===== src/rtl/inst_loader.sv =====
// Instruction loader: buffers host words in a small FIFO
// and streams them into IRAM as registered write pulses.
module inst_loader #(
  parameter int FIFO_DEPTH = 4,
  parameter int ADDR_STEP  = 4
) (
  input  logic        clk,
  input  logic        rst_n,
  input  logic        cmd_start,
  input  logic [8:0]  cmd_base,
  input  logic [8:0]  cmd_count,
  input  logic        inst_valid,
  input  logic [31:0] inst_data,
  output logic        inst_ready,
  output logic        iram_we,
  output logic [8:0]  iram_addr,
  output logic [31:0] iram_wdata,
  output logic        busy,
  output logic        done,
  output logic        err_busy,
  output logic [8:0]  words_written
);

  localparam int AW = $clog2(FIFO_DEPTH);
  localparam logic [8:0] STEP = 9'(ADDR_STEP);
  localparam logic [AW:0] PTR_ONE = (AW+1)'(1);

  typedef enum logic [1:0] {
    S_IDLE,
    S_LOAD,
    S_DRAIN,
    S_DONE
  } state_t;

  state_t state;
  state_t state_nxt;

  logic [8:0]  cnt;
  logic [8:0]  acc_cnt;
  logic [8:0]  cur_addr;
  logic [AW:0] wr_ptr;
  logic [AW:0] rd_ptr;
  logic [31:0] mem [FIFO_DEPTH];

  logic idle_like;
  logic start_ok;
  logic empty;
  logic full;
  logic push;
  logic pop;
  logic last_acc;
  logic drain_done;

  assign idle_like = (state == S_IDLE)
                  || (state == S_DONE);
  assign busy      = (state == S_LOAD)
                  || (state == S_DRAIN);
  assign start_ok  = cmd_start && idle_like;

  assign empty = (wr_ptr == rd_ptr);
  assign full  = (wr_ptr[AW] != rd_ptr[AW])
              && (wr_ptr[AW-1:0] == rd_ptr[AW-1:0]);

  // Ready never looks at inst_valid, nor at a same-cycle pop.
  assign inst_ready = (state == S_LOAD)
                   && !full
                   && (acc_cnt < cnt);

  assign push = inst_valid && inst_ready;
  assign pop  = busy && !empty;

  assign last_acc   = push
                   && ((acc_cnt + 9'd1) == cnt);
  assign drain_done = (state == S_DRAIN)
                   && empty
                   && (words_written == cnt);

  always_ff @(posedge clk or negedge rst_n) begin
    if (!rst_n) begin
      state <= S_IDLE;
    end else begin
      state <= state_nxt;
    end
  end

  always_comb begin
    state_nxt = state;
    unique case (state)
      S_IDLE, S_DONE: begin
        if (cmd_start) begin
          if (cmd_count != 9'd0) begin
            state_nxt = S_LOAD;
          end else begin
            state_nxt = S_DONE;
          end
        end
      end
      S_LOAD: begin
        if (last_acc) begin
          state_nxt = S_DRAIN;
        end
      end
      S_DRAIN: begin
        if (drain_done) begin
          state_nxt = S_DONE;
        end
      end
    endcase
  end

  always_ff @(posedge clk or negedge rst_n) begin
    if (!rst_n) begin
      wr_ptr <= '0;
      rd_ptr <= '0;
    end else begin
      if (push) begin
        wr_ptr <= wr_ptr + PTR_ONE;
      end
      if (pop) begin
        rd_ptr <= rd_ptr + PTR_ONE;
      end
    end
  end

  // Storage needs no reset: pointers define what is valid.
  always_ff @(posedge clk) begin
    if (push) begin
      mem[wr_ptr[AW-1:0]] <= inst_data;
    end
  end

  always_ff @(posedge clk or negedge rst_n) begin
    if (!rst_n) begin
      cnt           <= '0;
      acc_cnt       <= '0;
      cur_addr      <= '0;
      words_written <= '0;
      done          <= 1'b0;
      err_busy      <= 1'b0;
    end else if (start_ok) begin
      cnt           <= cmd_count;
      acc_cnt       <= '0;
      cur_addr      <= cmd_base;
      words_written <= '0;
      done          <= (cmd_count == 9'd0);
      err_busy      <= 1'b0;
    end else begin
      if (cmd_start && busy) begin
        err_busy <= 1'b1;
      end
      if (push) begin
        acc_cnt <= acc_cnt + 9'd1;
      end
      if (pop) begin
        cur_addr      <= cur_addr + STEP;
        words_written <= words_written + 9'd1;
      end
      if (drain_done) begin
        done <= 1'b1;
      end
    end
  end

  always_ff @(posedge clk or negedge rst_n) begin
    if (!rst_n) begin
      iram_we    <= 1'b0;
      iram_addr  <= '0;
      iram_wdata <= '0;
    end else begin
      iram_we <= pop;
      if (pop) begin
        iram_addr  <= cur_addr;
        iram_wdata <= mem[rd_ptr[AW-1:0]];
      end
    end
  end

endmodule


===== config.mk =====
export PLATFORM = sky130hd
export DESIGN_NAME = inst_loader
export DESIGN_NICKNAME = d
export VERILOG_FILES = /design/src/rtl/inst_loader.sv
export SDC_FILE = /design/constraint.sdc
export NUM_CORES = 1
export LEC_CHECK = 0
export CAP_MARGIN = 20
export CORE_MARGIN = 2
export CORE_UTILIZATION = 60
export CTS_CLUSTER_SIZE = 40
export DETAILED_ROUTE_END_ITERATION = 7
export PLACE_DENSITY_LB_ADDON = 0.12
export SYNTH_ARGS = -nofsm -noshare
export SYNTH_HDL_FRONTEND = slang
export SYNTH_SLANG_ARGS = --single-unit

===== constraint.sdc =====
create_clock -name clk -period 7.15 [get_ports clk]
set_clock_uncertainty 0.15 [all_clocks]
set_input_delay 1.0725 -clock clk [delete_from_list [all_inputs] [get_ports clk]]
set_output_delay 1.0725 -clock clk [all_outputs]
set_load 0.03 [all_outputs]

---- Yosys cells after proc, flatten, opt, wreduce, memory -nomap -nowiden ----
Memory sizes are Yosys's and may differ from the RTL's. A register that Yosys moved wholly into a read port is not among the register bits.
Index checks and enable logic that the tools add are counted.
cells by class
  add/sub/neg operators ................... 5
  $mul .................................... 0
  divide/modulo/power cells ............... 0
  $lt $le $gt $ge ......................... 1
  equality and inequality tests ........... 11
  shifts and indexed selects .............. 0
  muxes and demuxes ....................... 17
  bitwise logic cells ..................... 0
  reductions and logical operators ........ 24
operators by type and width
  cell                                                             number
  9-bit two-way mux                                                6
  9-bit by 1-bit adder with 9-bit output, second input constant    2
  9-bit == test                                                    2
  1-bit logical AND                                                10
  9-bit by 3-bit adder with 9-bit output, second input constant    1
  9-bit logical NOT                                                1
  9-bit less-than comparator                                       1
  9-bit nonzero test                                               1
  2-bit two-way mux                                                4
  2-bit nonzero test                                               4
  3-bit by 1-bit adder with 3-bit output, second input constant    2
  1-bit two-way mux                                                6
  2-bit != test, second input constant                             3
  2-bit case mux with 3 select lines                               1
  2-bit == test, second input constant                             2
  3-bit == test                                                    1
  1-bit logical NOT                                                3
  3-bit AND reduction                                              1
  2-bit by 1-bit == test with 1-bit output, second input constant  1
  2-bit == test                                                    1
  2-bit logical NOT                                                1
  1-bit logical OR                                                 2
  2-bit OR reduction                                               1
  1-bit != test                                                    1
storage, ports and cells
  register bits ........................... 56
  bits in latches ......................... 0
  memory bits (writable) .................. 128
  ROM bits ................................ 0
  input bits .............................. 54
  output and inout port bits .............. 55
  word-level logic and storage cells ...... 70
  memories ................................ 1
memories
  memory  words  width  read ports  clocked after memory_dff  wr ports  line  text
  mem     4      32     1           1                         1         43    logic [31:0] mem [FIFO_DEPTH];

---- Depth between registers and ports, before layout ----
Gate-level depths: netlist of the first run.
  depth in word-level cells ............... 9
  gate-level depth with buffers ........... 9
  depth with buffers taken out ............ 9

---- Worst setup path after synthesis of the first run ----
Ideal clock, no wire load.
  path kind ............................... flip-flop to output port
  from .................................... reg cnt[6]
  to ...................................... out inst_ready
  data arrival time ....................... 1.981 ns
  data required time ...................... 5.927 ns
  slack ................................... 3.946 ns
  stages on the path, launching flop included .. 7
  buffers on the path ..................... 1
  cells stage by stage .................... dfrtp_1 -> inv_1 -> ha_1 -> a22o_1 -> o41ai_4 -> clkbuf_1 -> and3_1
on the way
  cells in the longest elaborated chain, start to end .. 2
RTL lines
  element                     line  text
  start: declaration          38    logic [8:0] cnt;
  start signal: assignment    141   cnt <= cmd_count;
  9-bit less-than comparator  67    && (acc_cnt < cnt);
  1-bit logical AND           67
  end: declaration            14    output logic inst_ready,
No other way between the ends.

---- Worst setup path after layout of the first run ----
  from .................................... reg acc_cnt[4]
  to ...................................... out inst_ready
on the way
  cells in the longest elaborated chain, start to end .. 2
RTL lines
  element                     line  text
  start: declaration          39    logic [8:0] acc_cnt;
  start signal: assignment    152   acc_cnt <= acc_cnt + 9'd1;
  9-bit less-than comparator  67
  1-bit logical AND           67
No other way between the ends.

==> qor_table.md, run 1 <==
| Parameter | Reported |
| --- | --- |
| Total Nets Final | 850 |
| Overall routing resource usage | 0.236 |
| Startpoint of the most critical setup path | acc_cnt[4]$_DFFE_PN0P_ |
| Clock buffers created by TritonCTS | 22 |
| Effective utilization at floorplan | 0.609 |
| Dominant combinational cell family by area after synthesis | simple AND/OR/NAND/NOR gates |
| Setup crit end kind | primary output |
| Worst reg2reg setup slack | 3140 ps |
| Area of the core | 15,000 sq um |
| Cells along the critical path | ha_1 -> a22o_1 -> o41ai_4 -> and3_1 -> clkdlybuf4s50_1 |
| Commonest non-fill, non-tap cell in the layout | sky130_fd_sc_hd__nand2_1 |
| Chip width | 128 um |
| Status | finished clean |
| Port-buffer cells | 108 |
| Layout cell share with drive strength beyond 1 | 0.115 |
| Number of remaining DRC errors | 0 |
| Leakage power | 4.27 nW |
| Number of synthesized flops with an enable pin | 128 |
| Synthesized area | 9160 sq um |
| Sum of overflow across all layers after global routing | 0 |
| Detail Placement HPWL | 11,600 um |
| Total power of the final layout | 5.00 mW |
| Routability Congestion | 0.874 |
| Maximum cell stage delay along the critical path | 700 ps |
| Synthesized-area fraction occupied by xor and xnor cells | 0.0370 |
| Count of antenna diodes in the layout | 0 |
| Post-placement setup slack | 3110 ps |
| Most area-consuming cells after synthesis | sky130_fd_sc_hd__edfxtp_1 42%, sky130_fd_sc_hd__dfrtp_1 24%, sky130_fd_sc_hd__mux4_2 7.9%, sky130_fd_sc_hd__nand2_1 7.0%, sky130_fd_sc_hd__ha_1 2.7% |
| Highest-count cells in the layout ignoring fill and taps | 169 x sky130_fd_sc_hd__nand2_1, 128 x sky130_fd_sc_hd__edfxtp_1, 107 x sky130_fd_sc_hd__clkdlybuf4s50_1 |
| Number of detailed-route iterations in the first pass | 4 |
| DR iter-0 viols | 531 |
| Placement Cell Area | 10,300 sq um |
| I/O pins | 109 |
| Proportion of synthesized chip area in sequential cells | 0.660 |
| Required time worst endpoint | 5930 ps |
| FMAX | 225 MHz |
| Kind of cell adding the most delay to the critical path | compound AO/OA/AOI/OAI gates |
| Final setup violation count | 0 |
| Synth Area in Simple Gates | 0.124 |
| Minimum setup slack in the final design | 2700 ps |
| Number of instances in the synthesized netlist | 675 |
| Critical Path Source Type | register |
| Initial antenna violation count | 0 |
| Count of hold buffers inserted by post-cts repair | 0 |
| Routed Antenna Nets | 0 |
| Peak supply drop | 0.276 mV |
| Biggest fanout along the worst timing path | 15 |
| Wire length of the first global-routing pass | 30,200 um |
| Prevailing post-synth register cell | sky130_fd_sc_hd__edfxtp_1 |
| Post-detailed-route via-to-cell ratio | 5.70 |
| Worst min-delay path category | primary input to asynchronous set/reset pin |
| Area share of the largest cell type after synthesis | 0.420 |
| Hold WS | 303 ps |
| Post-synth net total | 749 |
| Register clock-pin slew on the reported worst setup and hold paths | 60 ps |
| Clock tree from TritonCTS | built |
| DIE AREA | 16,300 sq um |
| Crit share post-route | 0.623 |
| Count of non-filler cells in the finished layout | 980 |
| Yosys synthesis warning count | 0 |
| Vertical die dimension | 128 um |
| Multiplexer fraction of the synthesized cell area | 0.0812 |
| Share of flip-flops with an asynchronous set or reset after synthesis | 0.407 |
| Mean Syn Cell Area | 13.6 sq um |
| Routed wirelength normalized by instance count | 19.1 um |
| Compound-cell area share of the yosys netlist | 0.0456 |
| Number of hold violations in the final report | 0 |
| Maximum root-to-sink buffer count | 3 |
| RR Startpoint | rd_ptr[1]$_DFFE_PN0P_ |
| CTS root buf | sky130_fd_sc_hd__clkbuf_16 |
| Cell count of the worst reg-to-reg path | 7 |
| Minimum clock period | 4450 ps |
| Buffers inserted by post-CTS timing repair | 0 |
| Number of sinks on the clock net | 216 |
| Reg-to-reg critical path endpoint | cur_addr[8]$_DFFE_PN0P_ |
| Power density relative to cell area | 453 nW/um^2 |
| Cell with the biggest individual delay on the critical path | sky130_fd_sc_hd__o41ai_4 |
| H-tree levels | 1 |
| Fin util | 0.735 |
| Top cell type by total area after synthesis | sky130_fd_sc_hd__edfxtp_1 |
| Max-slew headroom | 0.311 |
| Fin. max-slew vios | 0 |
| Placed Instances | 940 |
| Post-synthesis share of cell area spent on full adders, half adders and majority gates | 0.0273 |
| Final WL | 18,700 um |
| Buffering stage count on the worst path with inverters included | 1 |
| Count of maximum capacitance violations | 0 |
| Clock latency at the later pin of the worst-skew pair | 490 ps |
| Largest net degree at the start of global routing | 69 |
| Netlist cell types | 59 |
| Transition time of the tightest slew-check pin | 1030 ps |
| Arrival time of data at the critical path endpoint | 3230 ps |
| Post-route cell area | 11,000 sq um |
| Kind of critical path | register to primary output |
| Total via count after detailed routing | 5,589 |
| Post-CTS sizing | 0 |
| RSZ-0062 raised after global routing | false |
| Synth Register Bits | 216 |
| FP Rows | 45 |
| Setup total negative slack | 0 ps |
| Number of global-route vias before repair | 5,706 |
| Area delta synth->final | 20.6% |
## worst max-delay path by stage
stage / slack (ps) / endpoint / cells after the start
after floorplan: 3950 / inst_ready / 6
after global placement: 3230 / inst_ready / 5
after detailed placement: 3110 / cur_addr[8]$_DFFE_PN0P_ / 7
after CTS: 2670 / inst_ready / 5
after global routing: 2550 / inst_ready / 5
final: 2700 / inst_ready / 5
## cell usage after synthesis, types with 3 or more instances
cell and number:
sky130_fd_sc_hd__nor3_1 6, sky130_fd_sc_hd__and3_1 6, sky130_fd_sc_hd__clkbuf_1 18, sky130_fd_sc_hd__edfxtp_1 128, sky130_fd_sc_hd__a21oi_1 10, sky130_fd_sc_hd__buf_2 11
sky130_fd_sc_hd__a311oi_1 3, sky130_fd_sc_hd__xnor2_1 20, sky130_fd_sc_hd__ha_1 20, sky130_fd_sc_hd__nand3_1 18, sky130_fd_sc_hd__nor4_1 4, sky130_fd_sc_hd__nor2_1 20
sky130_fd_sc_hd__mux4_2 32, sky130_fd_sc_hd__or3_1 3, sky130_fd_sc_hd__buf_1 3, sky130_fd_sc_hd__dfrtp_1 88, sky130_fd_sc_hd__nand4_1 8, sky130_fd_sc_hd__nand2_1 170
sky130_fd_sc_hd__xor2_1 15, sky130_fd_sc_hd__o21ai_0 25, sky130_fd_sc_hd__inv_1 19
## kinds of logic after synthesis
logic type,Yosys count
buf+inv,54
flops,216
simple gates,254
mux,34
xor+xnor,37
fa+ha+maj,20
compound gates,60
## flip-flops by register name, summed over array words and instances (netlist names)
| register | count |
|---|---|
| acc_cnt | 9 |
| cnt | 9 |
| cur_addr | 9 |
| done | 1 |
| err_busy | 1 |
| iram_addr | 9 |
| iram_wdata | 32 |
| iram_we | 1 |
| mem | 128 |
| rd_ptr | 3 |
| state | 2 |
| words_written | 9 |
| wr_ptr | 3 |
## routing by layer
metal  global-route usage  vias up  routed length (um)
li1                     -     2626                   -
met1                0.335     2781                8200
met2                0.397      161                9240
met3               0.0381       21                1010
met4               0.0498        0                 268
met5                    0        -                   0
## final cells by class
type	count	area (sq um)
tap	188	235
fill	958	3990
clock buffer	30	581
timing repair buffer	111	1100
multi-input combinational	405	2890
clock inverter	10	115
sequential	216	6050
inverter	20	75.1
## report_power, final
group,switching [mW],internal [mW]
clock network,0.458,0.645
logic,1.20,0.798
registers,0.251,1.64
## worst register-to-register path, delay by kind of cell (launching register included)
family	cells	cell delay (ps)
xor+xnor	1	170
compound gates	1	160
flops	1	960
buf+inv	1	1060
simple gates	4	1440
Power figures use the tool's default switching activity.
==> run 2: changes to the inputs <==
CORE_UTILIZATION = 56   (was 60)
clock period = 4.22 ns   (was 7.15 ns; I/O delays follow)
==> run 2 against run 1 <==
Net effect:
- via count up 2.8%
- clock power up 80%
- first-iteration DRC count down 34%
- critical endpoint unchanged
==> qor_table.md, run 2 (synthesized netlist as in run 1, its figures left out) <==
| Parameter | Reported |
| --- | --- |
| Layout cell share with drive strength beyond 1 | 0.134 |
| Fin. max-slew vios | 0 |
| DIE AREA | 17,400 sq um |
| Combined area of the multi-input logic cells | 2890 sq um |
| FMAX | 267 MHz |
| Filler Cells Inserted | 1,118 |
| Commonest non-fill, non-tap cell in the layout | sky130_fd_sc_hd__nand2_1 |
| Routability Congestion | 0.937 |
| Number of hold violations in the final report | 0 |
| Required time worst endpoint | 3440 ps |
| Setup total negative slack | 0 ps |
| CTS root buf | sky130_fd_sc_hd__clkbuf_16 |
| Peak supply drop | 0.499 mV |
| Area delta synth->final | 22.6% |
| Wire length of the first global-routing pass | 32,600 um |
| H-tree levels | 1 |
| Buffering stage count on the worst path with inverters included | 2 |
| Final setup violation count | 0 |
| Vertical die dimension | 132 um |
| Count of maximum capacitance violations | 0 |
| Final WL | 20,300 um |
| Count of non-filler cells in the finished layout | 1,019 |
| Post-detailed-route via-to-cell ratio | 5.64 |
| Leakage power | 4.36 nW |
| Register clock-pin slew on the reported worst setup and hold paths | 60 ps |
| Crit share post-route | 0.888 |
| Transition time of the tightest slew-check pin | 890 ps |
| Area of the core | 15,900 sq um |
| Buffers inserted by post-CTS timing repair | 0 |
| Largest net degree at the start of global routing | 67 |
| Status | finished clean |
| Effective utilization at floorplan | 0.574 |
| RSZ-0062 raised after global routing | false |
| Routed Antenna Nets | 0 |
| Register area | 6050 sq um |
| Worst min-delay path category | primary input to asynchronous set/reset pin |
| Total power of the final layout | 8.73 mW |
| Minimum clock period | 3750 ps |
| DR iter-0 viols | 348 |
| Count of antenna diodes in the layout | 0 |
| Detail Placement HPWL | 13,700 um |
| Overall routing resource usage | 0.240 |
| Number of global-route vias before repair | 5,834 |
| Port-buffer cells | 108 |
| Placed Instances | 979 |
| Power density relative to cell area | 778 nW/um^2 |
| Total via count after detailed routing | 5,743 |
| FP Rows | 46 |
| Routed wirelength normalized by instance count | 19.9 um |
| Maximum cell stage delay along the critical path | 680 ps |
| Kind of critical path | register to primary output |
| Maximum root-to-sink buffer count | 3 |
| Clock buffers created by TritonCTS | 22 |
| Setup crit end kind | primary output |
| Clock tree from TritonCTS | built |
| Post-CTS sizing | 0 |
| Highest-count cells in the layout ignoring fill and taps | 169 x sky130_fd_sc_hd__nand2_1, 128 x sky130_fd_sc_hd__edfxtp_1, 107 x sky130_fd_sc_hd__clkdlybuf4s50_1 |
| Number of detailed-route iterations in the first pass | 5 |
| Count of hold buffers inserted by post-cts repair | 0 |
| Number of sinks on the clock net | 216 |
| Number of remaining DRC errors | 0 |
| Kind of cell adding the most delay to the critical path | buffers and inverters |
| Initial antenna violation count | 0 |
| Cells along the critical path | ha_1 -> a22o_1 -> o41ai_4 -> buf_4 -> and3_1 -> clkdlybuf4s50_1 |
| Arrival time of data at the critical path endpoint | 2970 ps |
| Clock latency at the later pin of the worst-skew pair | 510 ps |
| Biggest fanout along the worst timing path | 15 |
| Critical Path Source Type | register |
| Max-slew headroom | 0.406 |
| Sum of overflow across all layers after global routing | 0 |
| Cell with the biggest individual delay on the critical path | sky130_fd_sc_hd__clkdlybuf4s50_1 |
| I/O pins | 109 |
| Chip width | 132 um |
| Number of flip-flops in the largest register | 128 |
| Total Nets Final | 861 |
## run 2: cell types whose count changed in the layout (fill, tap and decap cells not counted), sizes merged
cell	before	now
bufinv	2	3
buf	4	15
clkinv	7	10
inv	20	21
clkbuf	30	25
## run 2: through the flow
stage          area (sq um)  hold slack [ps]  setup slack (ps)   util
5_1_grt               11200              177               327  0.704
2_1_floorplan          9160              187              1170      -
3_5_place_dp          10500              312               988  0.657
3_3_place_gp          10500              306              1020  0.657
4_1_cts               11200              137               451  0.704
6_report              11200              109               471  0.704
## run 2: final cells by class
class / count / share of cell area
flip-flops and latches: 216 / 0.539
multi-input cells: 405 / 0.257
repair buffers: 122 / 0.107
clock buffers: 25 / 0.0509
well taps: 216 / 0.0241
clock inverters: 15 / 0.0156
inverters: 20 / 0.00669
## run 2: worst paths after layout
kind                                       startpoint                    endpoint  slack [ps]  cells past startpoint
max                            acc_cnt[4]$_DFFE_PN0P_                  inst_ready         470                      6
min                                             rst_n     cur_addr[5]$_DFFE_PN0P_         110                      1
max reg2reg                        cnt[8]$_DFFE_PN0P_        mem[3][10]$_DFFE_PP_        1060                      6
min reg2reg                iram_wdata[12]$_DFFE_PN0P_  iram_wdata[12]$_DFFE_PN0P_         320                      2
max in group asynchronous                       rst_n  iram_wdata[27]$_DFFE_PN0P_        2980                      2
min in group clk           iram_wdata[12]$_DFFE_PN0P_  iram_wdata[12]$_DFFE_PN0P_         320                      2
## run 2: worst reg2reg max path, stage by stage (launching register included)
cell	delay, ps
sky130_fd_sc_hd__dfrtp_1	440
sky130_fd_sc_hd__inv_1	80
sky130_fd_sc_hd__ha_1	310
sky130_fd_sc_hd__a211oi_1	420
sky130_fd_sc_hd__and3_1	510
sky130_fd_sc_hd__and3_2	500
sky130_fd_sc_hd__buf_4	410
## run 2: routing by layer
layer  vias to the layer above  GRT usage  share of wire
met2                       189      0.392           0.49
met1                      2876      0.339           0.43
met5                         -          0              0
met4                         0     0.0664          0.022
li1                       2643          -              -
met3                        35     0.0392          0.057
## run 2: where the power goes
group          switching, mW  total, mW  internal, mW  leakage, nW
sequential             0.344       3.13          2.78         2.25
clock                  0.813       1.98          1.17        0.367
combinational           2.22       3.62          1.40         1.74
